`config.mk`:
```
export PLATFORM = sky130hd
export DESIGN_NAME = evt_flag_sched
export DESIGN_NICKNAME = d
export VERILOG_FILES = /design/src/rtl/evt_flag_sched.sv
export SDC_FILE = /design/constraint.sdc
export NUM_CORES = 1
export LEC_CHECK = 0
export ABC_AREA = 1
export CORE_ASPECT_RATIO = 0.6
export CORE_MARGIN = 3
export CORE_UTILIZATION = 47
export CTS_CLUSTER_SIZE = 16
export DETAILED_ROUTE_END_ITERATION = 10
export GPL_ROUTABILITY_DRIVEN = 0
export PLACE_DENSITY = 0.77
export RECOVER_POWER = 25
export REMOVE_ABC_BUFFERS = 1
export SYNTH_ARGS = -nofsm -noshare
export SYNTH_HDL_FRONTEND = slang
export SYNTH_SLANG_ARGS = --single-unit
```
`constraint.sdc`:
```
create_clock -name clk -period 2 [get_ports clk]
set_clock_uncertainty 0.1 [all_clocks]
set_input_delay 0.5 -clock clk [delete_from_list [all_inputs] [get_ports clk]]
set_output_delay 0.5 -clock clk [all_outputs]
set_load 0.05 [all_outputs]
```
`src/rtl/evt_flag_sched.sv`:
```
// evt_flag_sched: sticky event flags with round-robin interrupt presentation to the PS
module evt_flag_sched #(
   parameter int N_EVT = 8,
   parameter int ID_W  = 3
) (
   input  logic             clk,
   input  logic             rstn,
   input  logic [N_EVT-1:0] i_evt_pulse,
   input  logic [N_EVT-1:0] i_evt_mask,
   input  logic [N_EVT-1:0] i_clear_reg,
   input  logic             i_ack_reg,
   output logic [N_EVT-1:0] o_flags,
   output logic [N_EVT-1:0] o_ovf,
   output logic             o_irq,
   output logic [ID_W-1:0]  o_irq_id,
   output logic             o_pending
);
   typedef enum logic [1:0] {IDLE, ASSERT, GAP} state_t;
   state_t state, state_nx;
   logic [N_EVT-1:0] clr_d, clr_p, clr_all, flags_nx, ovf_nx, req;
   logic ack_d, ack_p, ack_hit, irq_nx;
   logic [ID_W-1:0] rr_ptr, rr_nx, pick, idx, id_nx;
   assign clr_p    = i_clear_reg & ~clr_d;
   assign ack_p    = i_ack_reg & ~ack_d;
   assign ack_hit  = (state == ASSERT) && ack_p;
   // an acknowledge clears the presented flag exactly like a PS clear edge, so set still wins
   assign clr_all  = clr_p | (ack_hit ? {{(N_EVT-1){1'b0}}, 1'b1} << o_irq_id : '0);
   assign flags_nx = i_evt_pulse | (o_flags & ~clr_all);
   assign ovf_nx   = (o_ovf | (i_evt_pulse & o_flags)) & ~clr_all;
   assign req      = o_flags & i_evt_mask;
   always_comb begin
      pick = '0;
      idx  = '0;
      for (int i = N_EVT - 1; i >= 0; i--) begin
         idx = ID_W'((int'(rr_ptr) + i) % N_EVT);
         if (req[idx]) pick = idx;
      end
   end
   always_ff @(posedge clk or negedge rstn)
      if (!rstn) state <= IDLE;
      else       state <= state_nx;
   always_comb begin
      state_nx = state;
      case (state)
         IDLE:    state_nx = |req ? ASSERT : IDLE;
         ASSERT:  state_nx = (ack_p || clr_p[o_irq_id]) ? GAP : ASSERT;
         default: state_nx = IDLE;
      endcase
   end
   always_comb begin
      irq_nx = o_irq;
      id_nx  = o_irq_id;
      rr_nx  = rr_ptr;
      case (state)
         IDLE: begin
            irq_nx = |req;
            id_nx  = |req ? pick : o_irq_id;
         end
         ASSERT: begin
            irq_nx = !(ack_p || clr_p[o_irq_id]);
            rr_nx  = !ack_p ? rr_ptr : (o_irq_id == ID_W'(N_EVT - 1)) ? '0 : o_irq_id + ID_W'(1);
         end
         default: irq_nx = 1'b0;
      endcase
   end
   always_ff @(posedge clk or negedge rstn)
      if (!rstn) begin
         clr_d     <= '0;
         ack_d     <= 1'b0;
         o_flags   <= '0;
         o_ovf     <= '0;
         o_pending <= 1'b0;
         o_irq     <= 1'b0;
         o_irq_id  <= '0;
         rr_ptr    <= '0;
      end else begin
         clr_d     <= i_clear_reg;
         ack_d     <= i_ack_reg;
         o_flags   <= flags_nx;
         o_ovf     <= ovf_nx;
         o_pending <= |(flags_nx & i_evt_mask);
         o_irq     <= irq_nx;
         o_irq_id  <= id_nx;
         rr_ptr    <= rr_nx;
      end
endmodule

```
# Word-level counts from Yosys, hierarchy flattened
# Cells that the tools add are included.
[totals] ff_bits=35 inputBits=27 word_cells=82 out_inout_bits=21
[classes] bitwise=13 n_eq_ne=2 shifts=1 order_cmp=9 addsub=8 mux=32 reduce_logical=8
[op_table] operator="bitwise AND 8 bit" count=6
[op_table] operator="< comparator 3 x 4 -> 1 bit, second input constant" count=9
[op_table] operator="binary-select mux 1 bit (select 3 bit)" count=9
[op_table] operator="2-to-1 mux 3 bit" count=9
[op_table] operator="OR 8 bit" count=3
[op_table] operator="NOT 8 bit" count=2
[op_table] operator="OR reduction 8 bit" count=2
[op_table] operator="adder 3 bit, second input constant" count=4
[op_table] operator="2-to-1 mux 1 bit" count=10
[op_table] operator="2-to-1 mux 8 bit" count=1
[op_table] operator="<< shifter 1 x 3 -> 8 bit, first input constant" count=1
[op_table] operator="adder 3 x 1 -> 3 bit, second input constant" count=2
[op_table] operator="adder 3 x 2 -> 3 bit, second input constant" count=2
[op_table] operator="one-hot mux 2 bit (2 select lines)" count=1
[op_table] operator="AND reduction 2 bit" count=2
[op_table] operator="== test 3 bit, second input constant" count=1
[op_table] operator="== test 2 x 1 -> 1 bit, second input constant" count=1
[op_table] operator="zero test 2 bit" count=1
[op_table] operator="2-to-1 mux 2 bit" count=1
[op_table] operator="one-hot mux 1 bit (2 select lines)" count=1
[op_table] operator="bitwise AND 1 bit" count=1
[op_table] operator="logical AND 1 bit" count=1
[op_table] operator="zero test 1 bit" count=1
[op_table] operator="logical OR 1 bit" count=1
[op_table] operator="NOT 1 bit" count=1

# Depth between registers and ports, before layout
# Gate-level depths: netlist of run 1.
[logic_depth] word_depth=11 ltp_mapped=19 depth_no_buf=16

# Worst setup path after synthesis of run 1
# Ideal clock, no wire load.
[synth_path] path_kind="register to register" from="reg rr_ptr[0]" to="reg o_irq_id[1]" setup_time_ps=118 slack_ps=-185 synth_period_minus_slack_ps=2185 t_arrival_ps=1967 n_path_buf=3 path_stages_with_launch=18 required_time_ps=1782 path_cell_list="dfrtp_1 buf_6 inv_6 buf_12 ha_1 buf_4 bufinv_8 nand3_2 nand3_2 nand2_4 a21oi_1 nand3_1 nand2_1 nand2_1 nand2_1 nand2_1 nand2_1 nand2_1"
[synth_via] elab_chain_len=11 word_cells_on_any_way=31 cone_classes="add/sub (7); mux (24)"
[synth_rtl] element="start: declaration" line_no="22" rtl="logic [ID_W-1:0] rr_ptr, rr_nx, pick, idx, id_nx;"
[synth_rtl] element="start signal: assignment" line_no="84" rtl="rr_ptr <= rr_nx;"
[synth_rtl] element="adder 3 bit" line_no="35" rtl="idx = ID_W'((int'(rr_ptr) + i) % N_EVT);"
[synth_rtl] element="binary-select mux 1 bit (select 3 bit)" line_no="36" rtl="if (req[idx]) pick = idx;"
[synth_rtl] element="2-to-1 mux 1 bit (implied by the code)" line_no="36"
[synth_rtl] element="2-to-1 mux 3 bit (7 in a row)" line_no="36"
[synth_rtl] element="2-to-1 mux 3 bit (*)" line_no="36"
[synth_rtl] element="end signal: assignment" line_no="83" rtl="o_irq_id <= id_nx;"
[synth_rtl] element="end: declaration" line_no="15" rtl="output logic [ID_W-1:0] o_irq_id,"
# Every way passes the cells marked *; elsewhere a longest branch is shown, timed or not. The select of a mux whose other input is x is not followed.
# A chain may end at the register's enable or synchronous reset.

# Worst setup path in the final report of run 1
[layout_path] from="reg rr_ptr[0]" to="reg o_irq_id[2]"
# Same word-level chain as after synthesis.

==> reports/metrics.cfg, run 1 <==
[final_layout]
layout.nets=428
multiInputGateArea_um2=1380
fin_cells=455
drive_above_1_share_pct=37.8
fillers=343
diodes=0
areaGrowthSynthToFinish_pct=49.5
area.sequential_um2=853

[grt]
gr-usage-all-layers_pct=24.1
grt_pass1_vias=2251
antenna_found_initial=0
grt_max_degree=35
gr-total-overflow=0
grt_pass1_wl_um=11100

[sta]
fin_crit_ns=2.03
relSlewSlack_pct=43.3
hold_viol_final=0
max_clock_freq_mhz=493
tightest_slew_ns=0.850
layout_setup_ws_ns=-0.0290
slew_viol_final=0
rsz0062_at_grt=yes
finalSetupViolations=2
whs_ns=0.370
fin_crit_sh_pct=101

[worst_setup_path]
end_kind=register
path_buf_inv=4
cpMaxStageDelayCell=dfrtp_2
max_stage_delay_ns=0.43
crit_path_cell_trace=clkinv_4 -> ha_4 -> buf_12 -> inv_8 -> nand3_4 -> nand3_2 -> buf_4 -> o21ai_2 -> nand2_1 -> nand2_1 -> nand2_1 -> nand2_1 -> nand2_1 -> nand2_1 -> nand2_1 -> nand2_1
timing.rr.end=o_irq_id[2]$_DFFE_PN0P_
critPathMostFrequentCell=nand2_1
critPathLaunchType=register
reg2reg_slack_ns=-0.03
crit_family=simple AND/OR/NAND/NOR gates
crit_path_start=rr_ptr[0]$_DFFE_PN0P_
critPathKind=register to register
worstPathRequired_ns=2.12
arrival_ns=2.15
regToRegStartpoint=rr_ptr[0]$_DFFE_PN0P_
ff2ff_path_depth=16
crit_fanout=5

[route]
drt_iter0_drc=206
drc_errors=0
wl_um=7250
drt.antenna.violating_nets=0
firstDrtPassIters=5
viasPerCell=5.29
route.detailed.wl_per_inst_um=15.9
num_vias=2405

[run_status]
status=finished with violations
violations=setup timing

[clocking]
clkSinkCount=34
cts_tree=built
clockRootBuffer=clkbuf_8
cts_max_level=2
cts_hold_buf=0
clk_latency_ns=0.29
cts_buffers=5
cts_buffer_depth=2
clk_pin_slew_ns=0.06

[synth]
syn_inst=292
avgSynthCellArea_um2=8.05
ys_seq_elements=34
seq_area_frac_synth_pct=36.2
synth.distinct_cells=37
synth_area_um2=2350
yosysWarnings=0

[floorplan]
die_area_um2=5910
pin_count=48
die_y_um=60.8
core-area_um2=4710
row_count=19
die_w_um=97.3
initial_core_util_pct=49.9

[power]
p_per_area_nw_per_um2=1710
ir_worst_vdd_mv=0.905
total_power_mw=6.00
p_leak_nw=1.82

[placed_design]
placed_cells=436
dp_hpwl_um=5340
portBuffers=47

[min_path]
whs_endpoint=ack_d$_DFF_PN0_
hold_path_depth=1
hp-class=primary input to register
min_from=i_ack_reg

[job]
maxCapViolCount=0

[state kept, by name, summed over array words and instances (netlist names)]
register	cells
o_ovf	8
o_pending	1
ack_d	1
o_irq_id	3
rr_ptr	3
o_flags	8
state	2
clr_d	8
[worst reg2reg max path, delay by kind of cell (launching register included)]
| family | cells | cell delay, ns |
|---|---|---|
| and+or+nand+nor | 10 | 0.65 |
| DFF | 1 | 0.43 |
| buffers and inverters | 4 | 0.39 |
| adders and majority gates | 1 | 0.30 |
| AOI/OAI and AO/OA | 1 | 0.11 |
[synth_stat cells]
master / n / area share, %
a21oi_1: 15 / 3.2
a21oi_2: 1 / 0.37
a31o_1: 1 / 0.37
a31o_2: 1 / 0.37
a31oi_1: 1 / 0.27
buf_12: 1 / 0.85
buf_4: 1 / 0.32
buf_6: 3 / 1.4
bufinv_8: 1 / 0.75
clkbuf_1: 1 / 0.16
dfrtp_1: 34 / 36
ha_1: 8 / 4.3
inv_1: 38 / 6.1
inv_2: 7 / 1.1
inv_6: 1 / 0.37
nand2_1: 63 / 10
nand2_2: 5 / 1.3
nand2_4: 3 / 1.4
nand3_1: 28 / 6.0
nand3_2: 16 / 6.8
nand3_4: 4 / 3.0
nand3b_1: 1 / 0.32
nand4_1: 2 / 0.53
nor2_1: 20 / 3.2
nor2_2: 1 / 0.27
nor3_1: 4 / 0.85
o21ai_0: 8 / 1.7
o21ai_1: 2 / 0.43
o21ai_2: 1 / 0.37
o21bai_1: 4 / 1.3
o22ai_1: 1 / 0.27
o311ai_0: 4 / 1.5
o32ai_1: 4 / 1.5
or2_1: 1 / 0.27
or2_2: 3 / 0.80
xnor2_2: 2 / 1.4
xor2_2: 1 / 0.69
[placed cells by master (no fill, tap or decap), types with 7 or more instances in the layout]
cell | netlist | final
nand3_1 | 28 | 21
nand3_4 | 4 | 10
buf_4 | 1 | 63
inv_1 | 38 | 37
o21ai_0 | 8 | 8
ha_1 | 8 | 7
dfrtp_1 | 34 | 32
a21oi_1 | 15 | 15
buf_12 | 1 | 7
dlygate4sd3_1 | 0 | 9
clkdlybuf4s50_1 | 0 | 9
nand2_1 | 63 | 60
inv_2 | 7 | 8
nor2_1 | 20 | 17
nand3_2 | 16 | 17
[per-stage QoR]
step / area (um2) / TNS (ns) / setup WS (ns) / util, %
finish: 3510 / -0.0508 / -0.0290 / 74.7
global route: 3510 / -0.354 / -0.126 / 74.7
global placement: 3160 / -2.00 / -0.432 / 67.1
CTS: 3310 / 0 / 0.0167 / 70.4
detailed placement: 3160 / -2.73 / -0.524 / 67.1
floorplan: 2290 / -0.554 / -0.216 / -
[area by class of cell]
type / count / share of cell area, %
clock buffer: 6 / 2.35
tap: 63 / 2.24
timing repair buffer: 100 / 26.4
inverter: 47 / 5.38
multi-input combinational: 205 / 39.3
sequential: 34 / 24.3
[kinds of logic (layout without fill, tap and decap cells)]
kind of cell / Yosys count / in the layout / share of synthesized area [%]
AND/OR/NAND/NOR: 151 / 151 / 34.8
buffers and inverters: 53 / 153 / 11.1
AO/OA/AOI/OAI: 43 / 43 / 11.6
flip-flops: 34 / 34 / 36.2
adder cells (fa/ha/maj): 8 / 8 / 4.26
XOR/XNOR: 3 / 3 / 2.08
[worst max path at each step]
| stage | endpoint | slack, ns | cells after the start |
|---|---|---|---|
| after floorplan | o_irq_id[1]$_DFFE_PN0P_ | -0.22 | 15 |
| after global placement | o_pending$_DFF_PN0_ | -0.43 | 10 |
| after detailed placement | o_pending$_DFF_PN0_ | -0.52 | 10 |
| after CTS | o_irq_id[0]$_DFFE_PN0P_ | 0.02 | 16 |
| after global routing | o_irq_id[0]$_DFFE_PN0P_ | -0.13 | 17 |
| final | o_irq_id[2]$_DFFE_PN0P_ | -0.03 | 16 |
[layer usage]
layer | up-vias | global-route usage (%) | share of wire (%) | wire (um)
met1 | 1118 | 35.1 | 47 | 3430
met3 | 10 | 7.00 | 9.7 | 703
met5 | - | 0 | 0 | 0
met4 | 0 | 4.34 | 1.0 | 76
li1 | 1154 | - | - | -
met2 | 123 | 36.6 | 42 | 3040
[power breakdown]
group | internal, mW | switching (mW) | leakage [nW]
clock network | 0.265 | 0.231 | 0.0431
registers | 0.824 | 0.174 | 0.382
logic | 1.89 | 2.62 | 1.40
total | 2.97 | 3.02 | 1.82
[timing repair]
action | CTS | global route
endpoints found under the setup margin | 5 | 4
endpoints found under the hold margin | 0 | 0
gates cloned | 0 | 0
setup buffers | 4 | 9
pin swaps | 7 | 7
gates resized for setup | 12 | 32
(Power assumes the default switching activity.)
==> run 2, diff against run 1 <==
Settings changed: CORE_UTILIZATION 47 to 48, CTS_BUF_LIST from default to sky130_fd_sc_hd__clkbuf_8, PLACE_DENSITY 0.77 to 0.78, REMOVE_ABC_BUFFERS 1 to default.
==> reports/metrics.cfg, run 2 (synthesis gave the netlist of run 1 again) <==
[floorplan]
die_y_um=60.2  ; -0.95%
initial_core_util_pct=50.7  ; +0.77 points
row_count=19  ; unchanged
core-area_um2=4640  ; -1.5%
pin_count=48  ; unchanged
die_area_um2=5800  ; -1.9%
die_w_um=96.4  ; -0.98%

[sta]
fin_crit_sh_pct=99.2  ; -2.2 points
whs_ns=0.385  ; +0.0152 ns
finalSetupViolations=0  ; -2
max_clock_freq_mhz=504  ; +2.2%
hold_viol_final=0  ; unchanged
rsz0062_at_grt=yes
fin_crit_ns=1.98  ; -0.0443 ns
slew_viol_final=0  ; unchanged
relSlewSlack_pct=44.7  ; +1.4 points
tightest_slew_ns=0.829  ; -0.0207 ns

[worst_setup_path]
ff2ff_path_depth=16  ; unchanged
end_kind=register
crit_path_cell_trace=dlygate4sd3_1 -> inv_1 -> o311ai_0 -> o311ai_0 -> nand3b_1 -> o21ai_0
timing.rr.end=o_irq_id[1]$_DFFE_PN0P_
reg2reg_slack_ns=0.04  ; +0.07 ns
critPathKind=primary input to register
worstPathRequired_ns=2.07  ; -0.05 ns
max_stage_delay_ns=0.54  ; +0.11 ns
path_buf_inv=2  ; -2
crit_fanout=2  ; -3
crit_family=compound AO/OA/AOI/OAI gates
critPathMostFrequentCell=o311ai_0
regToRegStartpoint=rr_ptr[0]$_DFFE_PN0P_
arrival_ns=2.06  ; -0.09 ns
critPathLaunchType=primary input
cpMaxStageDelayCell=dlygate4sd3_1

[route]
viasPerCell=5.42  ; +2.6%
num_vias=2441  ; +1.5%
drt.antenna.violating_nets=0  ; unchanged
firstDrtPassIters=5  ; unchanged
wl_um=7370  ; +1.6%
drc_errors=0  ; unchanged
drt_iter0_drc=190  ; -7.8%
route.detailed.wl_per_inst_um=16.4  ; +2.7%

[placed_design]
placed_cells=435  ; -0.23%
dp_hpwl_um=5260  ; -1.5%
portBuffers=47  ; unchanged

[power]
p_clk_share_pct=8.3  ; about the same
ir_worst_vdd_mv=0.931  ; +3.0%
power_frac_comb_pct=74.2  ; -0.9 points
p_per_area_nw_per_um2=1670  ; -2.2%
power.switching_mw=3.09  ; +2.2%
p_int_mw=2.83  ; -4.9%
total_power_mw=5.92  ; -1.3%
sw_frac_of_total_pct=52.2  ; +1.8 points
p_leak_nw=1.80  ; -1.3%
seq_power_share_pct=17.5  ; +0.9 points

[grt]
gr-usage-all-layers_pct=24.9  ; +0.77 points
gr-total-overflow=0  ; unchanged
grt_max_degree=35  ; unchanged
grt_pass1_vias=2196  ; -2.4%
antenna_found_initial=0  ; unchanged
grt_pass1_wl_um=10800  ; -2.6%

[final_layout]
fin_cells=450  ; -1.1%
diodes=0  ; unchanged
mostFrequentLayoutCells=nand2_1 (61), buf_4 (58), inv_1 (37)
layout.nets=421  ; -1.6%
final_common_cell=nand2_1
areaGrowthSynthToFinish_pct=50.9
drive_above_1_share_pct=38.2  ; +0.49 points
top_regs=clr_d x8, o_flags x8, o_ovf x8

[clocking]
cts_tree=built
cts_buffer_depth=2  ; unchanged
cts_hold_buf=0  ; unchanged
clk_latency_ns=0.29  ; about the same
cts_buffers=5  ; unchanged
clockRootBuffer=clkbuf_8
clk_pin_slew_ns=0.07  ; about the same
cts_max_level=2  ; unchanged
clkSinkCount=34  ; unchanged

[job]
maxCapViolCount=0  ; unchanged

[synth]
synth.net_count=327

[min_path]
hp-class=primary input to register
whs_endpoint=ack_d$_DFF_PN0_
min_from=i_ack_reg
hold_path_depth=1  ; unchanged

[run_status]
status=finished clean

==> run 2: cell types whose count changed in the layout (fill, tap and decap cells not counted), moves of 3 or more <==
cell / previous run / this run
nand3_1: 21 / 18
buf_4: 63 / 58
nand3_2: 17 / 21
o21ai_1: 1 / 4
o32ai_4: 0 / 4
nor2_2: 4 / 1
==> run 2: per-stage QoR <==
stage	cell area, um2	utilization (%)	setup TNS (ns)	setup slack (ns)
5_1_grt	3550	76.5	-0.256	-0.0891
3_3_place_gp	3160	68.2	-2.33	-0.371
6_report	3550	76.5	0	0.0153
2_1_floorplan	2370	-	0	0.0135
3_5_place_dp	3160	68.2	-3.60	-0.581
4_1_cts	3340	72.0	0	0.00708
==> run 2: layout make-up <==
type | count | area, um2
clock buffer | 5 | 68.8
clock inverter | 3 | 13.8
timing repair buffer | 93 | 853
sequential | 34 | 856
tap | 63 | 78.8
inverter | 47 | 191
multi-input combinational | 205 | 1490
fill | 314 | 1090
==> run 2: worst max path at each step <==
| stage | to | depth (start not counted) | start | slack (ns) |
|---|---|---|---|---|
| floorplan | o_pending$_DFF_PN0_ | 10 | o_irq_id[0]$_DFFE_PN0P_ | 0.01 |
| global placement | o_pending$_DFF_PN0_ | 9 | i_ack_reg | -0.37 |
| detailed placement | o_pending$_DFF_PN0_ | 10 | i_ack_reg | -0.58 |
| CTS | o_irq_id[0]$_DFFE_PN0P_ | 16 | rr_ptr[0]$_DFFE_PN0P_ | 0.007 |
| global route | o_irq_id[1]$_DFFE_PN0P_ | 16 | rr_ptr[0]$_DFFE_PN0P_ | -0.09 |
| finish | state[0]$_DFF_PN0_ | 6 | i_clear_reg[0] | 0.02 |
==> run 2: power groups by stage <==
stage	logic (mW)	clock network, mW	registers, mW
after floorplan	2.46	0	1.22
after global placement	3.68	0	1.00
after detailed placement	3.76	0	1.01
after CTS	3.84	0.490	0.999
after global routing	4.76	0.534	1.05
final	4.39	0.489	1.04
==> run 2: timing repair <==
item | in CTS | in global routing
setup endpoints to repair | 5 | 4
pin swaps | 4 | 7
setup buffers | 2 | 5
endpoints found under the hold margin | 0 | 0
resized for setup | 17 | 35
==> run 2: metal layers <==
| layer | global-route usage [%] | up-vias | share of wire (%) |
|---|---|---|---|
| met4 | 4.59 | 0 | 2.4 |
| met5 | 0 | - | 0 |
| met1 | 38.4 | 1156 | 45 |
| met2 | 35.8 | 121 | 42 |
| li1 | - | 1145 | - |
| met3 | 5.53 | 19 | 11 |
